## config.mk

```make
export PLATFORM = sky130hd
export DESIGN_NAME = ir_cmd_ctrl
export DESIGN_NICKNAME = d
export VERILOG_FILES = /design/src/rtl/ir_pkg.sv /design/src/rtl/ir_cmd_fifo.sv /design/src/rtl/ir_cmd_ctrl.sv
export SDC_FILE = /design/constraint.sdc
export NUM_CORES = 1
export LEC_CHECK = 0
export ABC_AREA = 1
export CELL_PAD_IN_SITES_DETAIL_PLACEMENT = 1
export CELL_PAD_IN_SITES_GLOBAL_PLACEMENT = 1
export CORE_MARGIN = 1
export CORE_UTILIZATION = 39
export CTS_CLUSTER_SIZE = 24
export DETAILED_ROUTE_END_ITERATION = 16
export PLACE_DENSITY = 0.7
export SYNTH_ARGS = -nofsm -noshare
export SYNTH_HDL_FRONTEND = slang
export SYNTH_SLANG_ARGS = --single-unit
```

## constraint.sdc

```tcl
create_clock -name clk -period 3.1 [get_ports clk]
set_input_delay 0.31 -clock clk [delete_from_list [all_inputs] [get_ports clk]]
set_output_delay 0.31 -clock clk [all_outputs]
set_load 0.1 [all_outputs]
```

## src/rtl/ir_pkg.sv

```systemverilog
// ir_pkg: shared definitions for the IR command controller.
//   - byte offsets of the NEC frame fields inside the 32-bit decoder word
//   - controller FSM state encoding
//   - FIFO entry layout {addr, cmd, rpt}
//   - saturating 8-bit increment used by the event counters
package ir_pkg;

    localparam int BYTE_W       = 8;
    localparam int ADDR_LSB     = 0;
    localparam int ADDR_INV_LSB = 8;
    localparam int CMD_LSB      = 16;
    localparam int CMD_INV_LSB  = 24;

    typedef enum logic [1:0] {
        IDLE  = 2'd0,
        CHECK = 2'd1,
        ACK   = 2'd2
    } state_t;

    // "repeat" is a reserved word, hence rpt
    typedef struct packed {
        logic [7:0] addr;
        logic [7:0] cmd;
        logic       rpt;
    } fifo_entry_t;

    function automatic logic [7:0] sat_inc(input logic [7:0] v);
        return (v == 8'hFF) ? v : v + 8'd1;
    endfunction

endpackage

```

## src/rtl/ir_cmd_fifo.sv

```systemverilog
// ir_cmd_fifo: synchronous FIFO of decoded IR codes.
//   clk, rst_n : clock, async active-low clear (contents are zeroed)
//   push/wdata : write request; taken when not full, or when full and
//                a pop happens on the same edge
//   pop        : read request; ignored when empty
//   rdata      : head entry, straight from storage registers
//   full/empty : occupancy flags, decoded from the count register
module ir_cmd_fifo
    import ir_pkg::*;
#(
    parameter int DEPTH = 4
) (
    input  logic        clk,
    input  logic        rst_n,
    input  logic        push,
    input  fifo_entry_t wdata,
    input  logic        pop,
    output fifo_entry_t rdata,
    output logic        full,
    output logic        empty
);

    localparam int AW = $clog2(DEPTH);
    localparam logic [AW:0] FULL_CNT = (AW + 1)'(DEPTH);

    fifo_entry_t     mem [DEPTH];
    logic [AW-1:0]   wr_ptr;
    logic [AW-1:0]   rd_ptr;
    logic [AW:0]     count;
    logic            do_push;
    logic            do_pop;

    assign empty   = (count == '0);
    assign full    = (count == FULL_CNT);
    assign do_pop  = pop && !empty;
    // when full, the slot being written is the one leaving through the pop
    assign do_push = push && (!full || do_pop);
    assign rdata   = mem[rd_ptr];

    always_ff @(posedge clk or negedge rst_n) begin
        if (!rst_n) begin
            for (int i = 0; i < DEPTH; i++) mem[i] <= '0;
            wr_ptr <= '0;
            rd_ptr <= '0;
            count  <= '0;
        end else begin
            if (do_push) begin
                mem[wr_ptr] <= wdata;
                wr_ptr      <= wr_ptr + 1'b1;
            end
            if (do_pop) rd_ptr <= rd_ptr + 1'b1;
            case ({do_push, do_pop})
                2'b10:   count <= count + 1'b1;
                2'b01:   count <= count - 1'b1;
                default: count <= count;
            endcase
        end
    end

endmodule

```

## src/rtl/ir_cmd_ctrl.sv

```systemverilog
// ir_cmd_ctrl: handshakes NEC frames out of the IR decoder, validates the
// inverse bytes, buffers good codes for a consumer and flags repeats.
//   clk, rst_n          : clock, async active-low reset
//   ir_ready/ir_command : decoder frame-valid level and 32-bit frame
//   ir_ack              : frame consumed, held until ir_ready drops
//   out_valid/out_ready : FIFO head handshake
//   out_addr/out_cmd    : head code
//   out_repeat          : head equals the previous accepted code, within window
//   err_count           : saturating count of inverse-check failures
//   drop_count          : saturating count of good frames lost to a full FIFO
module ir_cmd_ctrl
    import ir_pkg::*;
#(
    parameter int          DEPTH         = 4,
    parameter bit          ADDR_CHECK    = 1'b1,
    parameter logic [15:0] REPEAT_WINDOW = 16'd4000
) (
    input  logic        clk,
    input  logic        rst_n,
    input  logic        ir_ready,
    input  logic [31:0] ir_command,
    output logic        ir_ack,
    output logic        out_valid,
    input  logic        out_ready,
    output logic [7:0]  out_addr,
    output logic [7:0]  out_cmd,
    output logic        out_repeat,
    output logic [7:0]  err_count,
    output logic [7:0]  drop_count
);

    state_t      state;
    state_t      state_nxt;
    logic [31:0] frame;
    logic [7:0]  addr;
    logic [7:0]  addr_inv;
    logic [7:0]  cmd;
    logic [7:0]  cmd_inv;
    logic        frame_ok;
    logic        eval;
    logic        is_rpt;
    logic        push;
    logic        pop;
    logic        full;
    logic        empty;
    logic        err_evt;
    logic        drop_evt;
    fifo_entry_t wdata;
    fifo_entry_t rdata;
    logic [15:0] last_pair;
    logic        last_vld;
    logic [15:0] win_cnt;

    // ---------------------------------------------------------------- FSM
    always_ff @(posedge clk or negedge rst_n) begin
        if (!rst_n) state <= IDLE;
        else        state <= state_nxt;
    end

    // ACK only exits on ir_ready low, so IDLE always sees a fresh rise
    always_comb begin
        state_nxt = state;
        case (state)
            IDLE:    if (ir_ready) state_nxt = CHECK;
            CHECK:   state_nxt = ACK;
            ACK:     if (!ir_ready) state_nxt = IDLE;
            default: state_nxt = IDLE;
        endcase
    end

    always_ff @(posedge clk or negedge rst_n) begin
        if (!rst_n)                        frame <= '0;
        else if (state == IDLE && ir_ready) frame <= ir_command;
    end

    assign ir_ack = (state == ACK);

    // -------------------------------------------------------------- check
    assign addr     = frame[ADDR_LSB     +: BYTE_W];
    assign addr_inv = frame[ADDR_INV_LSB +: BYTE_W];
    assign cmd      = frame[CMD_LSB      +: BYTE_W];
    assign cmd_inv  = frame[CMD_INV_LSB  +: BYTE_W];

    assign frame_ok = (cmd == ~cmd_inv) && (!ADDR_CHECK || (addr == ~addr_inv));
    assign eval     = (state == CHECK);

    assign pop      = out_valid && out_ready;
    assign push     = eval && frame_ok && (!full || pop);
    assign drop_evt = eval && frame_ok && full && !pop;
    assign err_evt  = eval && !frame_ok;

    // --------------------------------------------------------- repeat track
    assign is_rpt = last_vld && ({addr, cmd} == last_pair) && (win_cnt < REPEAT_WINDOW);

    always_ff @(posedge clk or negedge rst_n) begin
        if (!rst_n) begin
            last_pair <= '0;
            last_vld  <= 1'b0;
            win_cnt   <= '0;
        end else if (push) begin
            last_pair <= {addr, cmd};
            last_vld  <= 1'b1;
            win_cnt   <= '0;
        end else if (win_cnt < REPEAT_WINDOW) begin
            win_cnt   <= win_cnt + 16'd1;
        end
    end

    // ------------------------------------------------------------ counters
    always_ff @(posedge clk or negedge rst_n) begin
        if (!rst_n) begin
            err_count  <= '0;
            drop_count <= '0;
        end else begin
            if (err_evt)  err_count  <= sat_inc(err_count);
            if (drop_evt) drop_count <= sat_inc(drop_count);
        end
    end

    // ---------------------------------------------------------------- FIFO
    always_comb begin
        wdata      = '0;
        wdata.addr = addr;
        wdata.cmd  = cmd;
        wdata.rpt  = is_rpt;
    end

    ir_cmd_fifo #(.DEPTH(DEPTH)) u_fifo (
        .clk   (clk),
        .rst_n (rst_n),
        .push  (push),
        .wdata (wdata),
        .pop   (pop),
        .rdata (rdata),
        .full  (full),
        .empty (empty)
    );

    assign out_valid  = !empty;
    assign out_addr   = rdata.addr;
    assign out_cmd    = rdata.cmd;
    assign out_repeat = rdata.rpt;

endmodule

```

==> impl_metrics.json, run 1 <==
{
  "status": "finished, final reports clean",
  "drtPass1Iterations": 4,
  "track_usage_pct": 22.7,
  "seq_power_share_pct": 30.1,
  "gp_congestion": 0.793,
  "synth-seq-cells": 158,
  "drc_errors": 0,
  "p_per_area_nw_per_um2": 972,
  "multi_input_area_um2": 3050,
  "post-dp-hpwl_um": 14300,
  "numCtsBuffers": 17,
  "finalMaxSlewViolations": 0,
  "max-cap-violations": 0,
  "postRouteAntennaNets": 0,
  "cts-root-buf": "clkbuf_16",
  "final_area_um2": 9180,
  "final_nets": 1041,
  "drive_gt1_share_pct": 10.7,
  "antenna_found_initial": 0,
  "yosys.area.top_type_share_pct": 52.9,
  "end_kind": "primary output",
  "startpoint_type": "flop",
  "synth_edf_count": 0,
  "postCtsSetupBuffers": 0,
  "dpl_cell_area_um2": 8590,
  "io_pins": 71,
  "synth-main-ff-cell": "dfrtp_1",
  "initial_core_util_pct": 39.9,
  "ir_drop_mv": 0.719,
  "core_um2": 18800,
  "skew_ns": 0.0118,
  "internal_power_uw": 4860,
  "clock.fmax_mhz": 405,
  "synthTopCellsByCount": "nand2_1, dfrtp_1, nor2_1",
  "path_class": "reg -> out",
  "finalCoreUtilization_pct": 48.9,
  "fillerInstances": 2262,
  "sw_frac_of_total_pct": 45.5,
  "drt-initial-drc-count": 320,
  "synth.most_common_cell": "nand2_1",
  "arrival_ns": 2.16,
  "required_ns": 2.79,
  "h-tree-depth": 4,
  "synth.avg_cell_area_um2": 8.09,
  "path_max_fanout": 12,
  "overflow": 0,
  "grt_max_degree": 67,
  "rsz0062_at_grt": "no",
  "ys_seq_area_share_pct": 52.9,
  "numClockSinks": 158,
  "row_count": 50,
  "share_comb_of_total_power_pct": 46.5,
  "leakage_uw": 0.00449,
  "grt_pass1_vias": 6479,
  "path_clk_slew_ns": 0.06,
  "grt_pass1_wl_um": 34400,
  "num_vias": 6242,
  "dp.cells": 1210,
  "yosysTopAreaCell": "dfrtp_1",
  "viasPerCell": 5.02,
  "die_area_um2": 19700,
  "hold_class": "in -> reg",
  "ys_warn_count": 0,
  "ctsResizeCount": 0,
  "tightest_slew_ns": 0.984,
  "synth_cell_types": 37,
  "switching_power_uw": 4060,
  "portBuffers": 70,
  "drt-total-wl_um": 20700,
  "synth_area_um2": 7480,
  "fin_crit_sh_pct": 79.6,
  "timing.setup.tns_ns": 0,
  "setup_violations": 0,
  "die_h_um": 140,
  "clkLatencyLatePin_ns": 0.42,
  "mappedNetlistNets": 969,
  "ys_top_cells_by_area": "dfrtp_1, nand2_1, o21ai_0",
  "regArea_um2": 3950,
  "instances_no_fill": 1243,
  "n_antenna_cell": 0,
  "slew_headroom_pct": 34.2,
  "postSynthCellCount": 924,
  "hold_buffers": 1,
  "clkPwrFrac_pct": 23.4,
  "area_growth_pct": 22.8,
  "routedWlPerCell_um": 16.6,
  "die_w_um": 140,
  "ctsLongestPathBuffers": 2,
  "final_hold_viol_count": 0,
  "cts_tree": "yes",
  "fin_crit_ns": 2.47,
  "synthArstFlopShare_pct": 100
}
==> layout by cell type, fill, tap and decap left out, drive strengths merged, types with 4 or more instances in the layout <==
cell type / netlist / layout
nand2: 315 / 315
dfrtp: 158 / 158
o21ai: 129 / 129
nor2: 92 / 92
inv: 91 / 91
clkdlybuf4s50: 0 / 41
buf: 13 / 41
nand3: 31 / 31
clkbuf: 17 / 27
o22ai: 20 / 20
xor2: 12 / 12
xnor2: 11 / 11
nand4: 10 / 10
ha: 8 / 8
a21oi: 4 / 4
clkinv: 1 / 4
==> power by group through the flow <==
stage               clock (µW)  sequential, µW  combinational, µW
global route              2210            2730               4440
detailed placement           0            2720               4160
global placement             0            2710               4130
finish                    2090            2690               4150
CTS                       2130            2680               4190
floorplan                    0            2780               2590
==> through the flow <==
stage | hold slack, ns | setup slack (ns) | total power [µW]
CTS | 0.440 | 0.606 | 9000
floorplan | 0.0144 | 0.220 | 5370
finish | 0.451 | 0.634 | 8920
detailed placement | 0.361 | 0.558 | 6880
global route | 0.469 | 0.380 | 9380
global placement | 0.356 | 0.582 | 6840
==> routing by layer <==
metal | vias to the layer above | part of all wire (%) | track usage, %
li1 | 3079 | - | -
met1 | 3062 | 51 | 33.2
met2 | 84 | 45 | 34.2
met3 | 17 | 2.9 | 4.27
met4 | 0 | 1.4 | 6.41
met5 | - | 0 | 0
==> layout make-up <==
type	count	area share [%]
Clock buffer	27	5.48
Timing Repair Buffer	83	10.4
Sequential cell	158	43.1
Multi-Input combinational cell	644	33.2
Clock inverter	5	0.859
Inverter	92	3.77
Tap cell	234	3.19
==> state kept, by name, summed over array words and instances, names as in the netlist <==
signal,count
err_count,8
last_vld,1
u_fifo.wr_ptr,2
frame,32
last_pair,16
win_cnt,16
u_fifo.rd_ptr,2
drop_count,8
u_fifo.mem,68
u_fifo.count,3
state,2
==> critical path, cell delays in order, from the launching register on <==
cell and delay [ns]:
dfrtp_1 0.38, inv_1 0.36, buf_4 0.28, o21ai_0 0.11, o22ai_1 0.36, buf_12 0.23
==> logic make-up (layout without fill, tap and decap cells) <==
logic type / after synthesis / in the layout / synth area share (%)
AOI/OAI and AO/OA: 156 / 156 / 10.9
xor gates and xnor gates: 23 / 23 / 2.69
adders and majority gates: 9 / 9 / 1.61
buffers and inverters: 122 / 207 / 6.51
DFF: 158 / 158 / 52.9
muxes: 1 / 1 / 0.151
and+or+nand+nor: 455 / 455 / 25.3
==> final timing paths <==
path	to	from	cells after the start	slack, ns
max	out_cmd[5]	u_fifo.rd_ptr[0]	5	0.63
min	frame[15]	ir_command[15]	3	0.45
max reg2reg	u_fifo.count[2]	u_fifo.count[1]	13	0.63
min reg2reg	win_cnt[13]	win_cnt[13]	2	0.47
max in group asynchronous	u_fifo.rd_ptr[0]	rst_n	3	1.81
min in group asynchronous	u_fifo.mem[60]	rst_n	2	0.46
Power figures use the tool's default switching activity.
==> run 2: changes to the inputs <==
- PLACE_DENSITY: 0.7 -> 0.73
- clock period: 3.1 -> 2.24 ns (I/O delays scaled with it)
==> impl_metrics.json, run 2 (synthesis results as in run 1) <==
{
  "status": "finished, final reports clean",
  "ir_drop_mv": 0.924,
  "numClockSinks": 158,
  "ctsLongestPathBuffers": 2,
  "reg.largest.list": "u_fifo.mem: 68 flops, frame: 32 flops",
  "drt-initial-drc-count": 405,
  "core_um2": 18800,
  "numCtsBuffers": 17,
  "h-tree-depth": 4,
  "instances_no_fill": 1283,
  "setup_violations": 0,
  "n_antenna_cell": 0,
  "fin_crit_ns": 2.10,
  "timing.setup.tns_ns": 0,
  "startpoint_type": "flop",
  "hold_class": "in -> async",
  "clkLatencyLatePin_ns": 0.43,
  "die_area_um2": 19700,
  "path_class": "reg -> reg",
  "layout_setup_ws_ns": 0.138,
  "die_h_um": 140,
  "antenna_found_initial": 0,
  "drc_errors": 0,
  "timing.rr.start": "frame[5]",
  "fillerInstances": 2266,
  "grt_pass1_wl_um": 34600,
  "layout_commonest_cell": "nand2_1",
  "startpoint": "frame[5]",
  "slowest_delay_ns": 0.44,
  "seq_power_share_pct": 27.7,
  "finalMaxSlewViolations": 0,
  "end_kind": "flop",
  "leakage_uw": 0.00473,
  "post-dp-hpwl_um": 14800,
  "share_comb_of_total_power_pct": 50.7,
  "cp_cell_sequence": "nand2_1 > nand2_2 > nor2_1 > nand2_1 > nor2_2 > nand2_2 > nor2_4 > nand2_4 > ha_4 > inv_2 > fa_2 > o21ai_1",
  "cts_tree": "yes",
  "grt_pass1_vias": 6544,
  "die_w_um": 140,
  "num_vias": 6436,
  "cts-root-buf": "clkbuf_16",
  "internal_power_uw": 7150,
  "path_clk_slew_ns": 0.06,
  "final_hold_viol_count": 0,
  "sw_frac_of_total_pct": 45.3,
  "finalCoreUtilization_pct": 51.5,
  "overflow": 0,
  "layout_common_cells": "nand2_1, dfrtp_1, nor2_1, o21ai_0, inv_1",
  "p_per_area_nw_per_um2": 1350,
  "row_count": 50,
  "critPathSlowestCell": "dfrtp_2",
  "required_ns": 2.60,
  "clkPwrFrac_pct": 21.6,
  "clock.fmax_mhz": 476,
  "path_max_fanout": 4,
  "final_nets": 1082,
  "portBuffers": 70,
  "viasPerCell": 5.02,
  "arrival_ns": 2.46,
  "dp.cells": 1236,
  "max-cap-violations": 0,
  "initial_core_util_pct": 39.9,
  "drtPass1Iterations": 4,
  "tightest_slew_ns": 0.592,
  "gp_congestion": 0.782,
  "drive_gt1_share_pct": 18.8,
  "drt-total-wl_um": 20900,
  "grt_max_degree": 66,
  "fin_crit_sh_pct": 93.8,
  "slew_headroom_pct": 60.5,
  "skew_ns": 0.00639,
  "rr_worst_depth": 12,
  "switching_power_uw": 5910,
  "pre_cts_slack_ns": 0.0556,
  "largest_reg_flops": 68,
  "routedWlPerCell_um": 16.3,
  "io_pins": 71,
  "postRouteAntennaNets": 0,
  "largest_register": "u_fifo.mem",
  "track_usage_pct": 22.8,
  "area_growth_pct": 29.3
}
==> run 2: cell types whose count changed in the layout (fill, tap and decap cells not counted), moves of 3 or more <==
cell	previous run	this run
buf_4	22	68
o22ai_1	20	3
o22ai_2	0	17
dfrtp_1	158	148
dfrtp_2	0	10
clkdlybuf4s50_1	41	34
nor2_1	84	79
nand2_1	307	303
nand2_4	1	5
clkbuf_1	6	3
nor2_2	3	6
==> run 2: power groups by stage <==
stage / clock network [µW] / registers, µW / logic (µW)
3_5_place_dp: 0 / 3700 / 6360
4_1_cts: 2870 / 3650 / 6380
6_report: 2820 / 3620 / 6620
2_1_floorplan: 0 / 3850 / 3830
3_3_place_gp: 0 / 3670 / 6270
5_1_grt: 2960 / 3680 / 7060
==> run 2: timing repair <==
action / in CTS / in global routing
hold endpoints to repair: 54 / 0
hold buffers: 1 / 0
resized for setup: 0 / 18
buffers inserted: 0 / 15
endpoints found under the setup margin: 0 / 21
==> run 2: cell type report <==
| cell class | instances | area (µm²) | area share [%] |
|---|---|---|---|
| Tap cell | 234 | 293 | 3.03 |
| Sequential cell | 158 | 3970 | 41.0 |
| Inverter | 92 | 352 | 3.64 |
| Multi-Input combinational cell | 644 | 3220 | 33.3 |
| Timing Repair Buffer | 124 | 1270 | 13.2 |
| Clock buffer | 25 | 505 | 5.23 |
| Clock inverter | 6 | 57.6 | 0.595 |
==> run 2: final timing paths <==
path | end | slack (ns)
max | u_fifo.count[1] | 0.14
min | u_fifo.mem[64] | 0.36
max reg2reg | u_fifo.count[1] | 0.14
min reg2reg | win_cnt[14] | 0.47
max in group asynchronous | win_cnt[0] | 1.16
min in group clk | frame[0] | 0.36
==> run 2: worst max-delay path, delay by kind of cell (launching register included) <==
family,cells,cell delay [ns]
AND/OR/NAND/NOR,8,0.83
adder cells (fa/ha/maj),2,0.58
flip-flops,1,0.44
AO/OA/AOI/OAI,1,0.12
buffers and inverters,1,0.07
==> run 2: stage by stage <==
step           hold slack [ns]  cell area [µm²]  total power [µW]
6_report                 0.356             9670             13100
5_1_grt                  0.375             9670             13700
4_1_cts                  0.343             9520             12900
3_5_place_dp             0.251             8940             10100
3_3_place_gp             0.249             8940              9940
2_1_floorplan          -0.0716             7640              7690
==> run 2: layer usage <==
| metal | part of all wire [%] | wire length, µm | track usage, % |
|---|---|---|---|
| met1 | 49 | 10300 | 33.0 |
| met5 | 0 | 0 | 0 |
| met3 | 3.1 | 642 | 3.52 |
| met4 | 1.1 | 225 | 6.01 |
| met2 | 47 | 9750 | 35.5 |
